**config.mk**
```make
export PLATFORM = sky130hd
export DESIGN_NAME = gf180mcu_fd_sc_mcu7t5v0__idle_sleep_ctl
export DESIGN_NICKNAME = d
export VERILOG_FILES = /design/src/rtl/gf180mcu_fd_sc_mcu7t5v0__idle_sleep_ctl.sv
export SDC_FILE = /design/constraint.sdc
export NUM_CORES = 1
export LEC_CHECK = 0
export CAP_MARGIN = 30
export CELL_PAD_IN_SITES_DETAIL_PLACEMENT = 1
export CELL_PAD_IN_SITES_GLOBAL_PLACEMENT = 2
export CORE_MARGIN = 4
export CORE_UTILIZATION = 35
export DETAILED_ROUTE_END_ITERATION = 16
export DONT_BUFFER_PORTS = 1
export HOLD_SLACK_MARGIN = 0.06
export PLACE_DENSITY_LB_ADDON = 0.1
export SYNTH_ARGS = -nofsm -noshare
export SYNTH_HDL_FRONTEND = slang
export SYNTH_SLANG_ARGS = --single-unit
```
**constraint.sdc**
```tcl
create_clock -name CLK -period 1.8 [get_ports CLK]
set_input_delay 0.18 -clock CLK [delete_from_list [all_inputs] [get_ports CLK]]
set_output_delay 0.18 -clock CLK [all_outputs]
set_load 0.01 [all_outputs]
```
**src/rtl/gf180mcu_fd_sc_mcu7t5v0__idle_sleep_ctl.sv**
```systemverilog
// Idle-driven sleep controller.
// The block counts consecutive idle samples and raises a sleep request once
// THRESH of them have been seen. It then runs a four-phase handshake with the
// power controller: SLPREQ rises, SLPACK rises, SLPREQ falls, SLPACK falls.
// WAKEUP pulses for one cycle when the block returns to ACTIVE from WAKE.
// Every output is a flop, so no input reaches an output combinationally.
module gf180mcu_fd_sc_mcu7t5v0__idle_sleep_ctl #(
  parameter int THRESH = 16,
  parameter int CNTW   = 8
) (
`ifdef USE_POWER_PINS
  inout  wire             VDD,
  inout  wire             VSS,
`endif
  input  logic            CLK,
  input  logic            RST,
  input  logic            IDLE,
  input  logic            SLPACK,
  output logic            SLPREQ,
  output logic            ASLEEP,
  output logic            WAKEUP,
  output logic [CNTW-1:0] IDLECNT
);

  // IDLECNT saturates at this value while a sleep request is outstanding.
  localparam logic [CNTW-1:0] LAST = CNTW'(THRESH - 1);

  typedef enum logic [2:0] {
    ACTIVE = 3'd0,
    COUNT  = 3'd1,
    REQ    = 3'd2,
    SLEEP  = 3'd3,
    WAKE   = 3'd4
  } state_t;

  state_t state;

  // Single-process FSM; outputs are registered alongside the state.
  always_ff @(posedge CLK) begin
    if (RST) begin
      state   <= ACTIVE;
      SLPREQ  <= 1'b0;
      ASLEEP  <= 1'b0;
      WAKEUP  <= 1'b0;
      IDLECNT <= '0;
    end else begin
      // WAKEUP is a pulse: only the WAKE -> ACTIVE transition sets it.
      WAKEUP <= 1'b0;
      case (state)
        ACTIVE: begin
          // SLPACK is ignored here; only IDLE moves the FSM.
          if (IDLE) begin
            if (THRESH == 1) begin
              state   <= REQ;
              SLPREQ  <= 1'b1;
              IDLECNT <= LAST;
            end else begin
              state   <= COUNT;
              IDLECNT <= CNTW'(1);
            end
          end else begin
            IDLECNT <= '0;
          end
        end
        COUNT: begin
          if (!IDLE) begin
            state   <= ACTIVE;
            IDLECNT <= '0;
          end else if (IDLECNT == LAST) begin
            // THRESH-th consecutive idle sample: request sleep, hold count.
            state  <= REQ;
            SLPREQ <= 1'b1;
          end else begin
            IDLECNT <= IDLECNT + CNTW'(1);
          end
        end
        REQ: begin
          // Acknowledge wins over a simultaneous loss of idle.
          if (SLPACK) begin
            state  <= SLEEP;
            ASLEEP <= 1'b1;
          end else if (!IDLE) begin
            state   <= ACTIVE;
            SLPREQ  <= 1'b0;
            IDLECNT <= '0;
          end
        end
        SLEEP: begin
          if (!IDLE) begin
            state   <= WAKE;
            SLPREQ  <= 1'b0;
            ASLEEP  <= 1'b0;
            IDLECNT <= '0;
          end
        end
        WAKE: begin
          // Wait for SLPACK to drop so SLPREQ cannot re-rise mid-handshake.
          if (!SLPACK) begin
            state  <= ACTIVE;
            WAKEUP <= 1'b1;
          end
        end
        default: begin
          state   <= ACTIVE;
          SLPREQ  <= 1'b0;
          ASLEEP  <= 1'b0;
          IDLECNT <= '0;
        end
      endcase
    end
  end

endmodule

```
==> metrics.cfg <==
[run_status]
outcome = finished, final reports clean

[logic_synthesis]
ys_types = 31
netlist_area_um2 = 792
synth.top_cell.area_share = 0.354
synthArstFlopShare = 0
synth_nets = 98
yosys.area.top_type = dfxtp_1
synth_common_cells = 14 x a21oi_1, 14 x dfxtp_1, 9 x nand2_1, 8 x o31ai_1
postSynthAreaPerCell_um2 = 8.52
synth_seq_cells = 14
synthFlopType = dfxtp_1
seq_area_frac_synth = 0.354
ys_warn_count = 0
synthCells = 93
synthTopCellsByArea = dfxtp_1 35%, a21oi_1 8.8%, o31ai_1 7.6%, or4_1 4.7%, nand2_1 4.3%
synth_edf_count = 0

[setup_path]
cp-end-kind = flip-flop
startpoint_type = flip-flop
cp_max_fo = 6
crit_arrival_ps = 1920
cp.required_ps = 2020
path_class = flip-flop to flip-flop

[hold_path]
min_path_type = input pin to flip-flop

[timing]
hold_ws_ps = 95.1
max_freq_ghz = 0.586
rsz0062_at_grt = false
setup_slack_ps = 94.3
fin_crit_sh = 0.948
tns_ps = 0
tightestPinTransition_ps = 521
setup_viol = 0
drv_slew = 0
relSlewSlack = 0.648
report.final.hold_viol_count = 0
post-route-min-period_ps = 1710
skew_ps = 8.28

[placement]
hpwlAfterDp_um = 1640
gp_congestion = 0.773
portBuffers = 0
place_ws_ps = 149

[grt]
grt_overflow_total = 0
antenna_found_initial = 0
grt_max_degree = 14
grt_pass1_wl_um = 3860
first_global_vias = 807
track_usage = 0.154

[pwr]
p_per_area_nw_per_um2 = 650
vdd_drop_max_mv = 0.306
power.leakage_nw = 0.331

[floorplanning]
die_area_um2 = 3090
start_util = 0.384
io_pins = 15
die_h_um = 55.6
die_x_um = 55.6
row_count = 16
core_um2 = 2060

[drt]
vias = 755
wl_um = 2190
wl_per_cell_um = 16.8
drc_errors = 0
dr.pass1.iters = 2
vias_per_cell = 5.81
drt_iter0_drc = 12
ant_nets = 0

[cts]
cts_tree = yes
path_clk_slew_ps = 100
clk_latency_ps = 290
clockBufferDepth = 2
cts_htree_levels = 1
root_buffer = clkbuf_4
clock_sinks = 14
numCtsBuffers = 3

[finish]
antenna_cells = 0
layout-drive-gt1-share = 0.184
fill_cells = 260
fin_nets = 109
syn2layout_area_growth_pct = 15.3

[job]
maxCapViolations = 0

==> layout make-up <==
cell class	count	area [um2]	area share
sequential	14	280	0.307
tap	27	33.8	0.0370
inverter	2	7.51	0.00822
clock buffer	4	36.3	0.0397
multi-input combinational	72	468	0.512
timing repair buffer	11	87.6	0.0959
==> stage by stage <==
stage | instances | utilization | instance area [um2] | power [W]
finish | 130 | 0.443 | 913 | 0.000594
global route | 130 | 0.443 | 913 | 0.000623
CTS | 130 | 0.442 | 911 | 0.000601
detailed placement | 124 | 0.414 | 855 | 0.000359
global placement | 124 | 0.414 | 855 | 0.000358
floorplan | 93 | - | 792 | 0.000349
==> worst paths after layout <==
kind	from	end	slack (ps)	cells after the start
worst max-delay path	IDLECNT[0]$_SDFFE_PP0P_	IDLECNT[2]$_SDFFE_PP0P_	90	5
worst min register to register	ASLEEP$_SDFFE_PP0P_	ASLEEP$_SDFFE_PP0P_	540	2
worst max register to register	IDLECNT[0]$_SDFFE_PP0P_	IDLECNT[2]$_SDFFE_PP0P_	90	5
worst min-delay path	IDLE	state[0]$_SDFFE_PP0P_	100	2
==> metal layers <==
metal	vias to the layer above	global-route usage	wire length, um
met1	363	0.203	1080
met4	0	0.0729	27
li1	374	-	-
met3	4	0.0394	107
met2	14	0.233	973
met5	-	0	0
==> sequential cells by signal, indices dropped and copies added (netlist names) <==
name	flops
WAKEUP	1
SLPREQ	1
ASLEEP	1
state	3
IDLECNT	8
==> cells by family (layout without fill, tap and decap cells) <==
group,after synthesis,count (layout),share of synthesized area
simple gates,39,39,0.303
compound gates,32,32,0.269
flops,14,14,0.354
buf+inv,7,17,0.0584
fa+ha+maj,1,1,0.0158
==> critical path: stages (launching register included) <==
cell and delay (ps):
dfxtp_1 370, ha_1 230, and3_1 200, and3_4 200
or4_1 480, a21oi_1 150
==> power breakdown <==
group          internal [W]  total [W]  switching [W]
clock              0.000123   0.000235       0.000111
sequential         0.000313   0.000317     0.00000451
combinational     0.0000191  0.0000421      0.0000230
==> cells in the final DEF (no fill, tap or decap), types with 3 or more instances in the layout <==
cell and count:
nor2_1 4, or4_1 5, nand2_1 9, dfxtp_1 14, o21ai_0 4, o31ai_1 8, clkbuf_4 3, buf_4 9
nand3_1 4, a21oi_1 14, nand2b_1 3
==> what timing repair did <==
item / in CTS / in global routing
resized for setup: 0 / 1
endpoints found under the hold margin: 9 / 0
hold buffers: 2 / 0
setup buffers: 0 / 0
setup endpoints to repair: 0 / 1
Note: power is estimated with default switching activity, not from simulation.
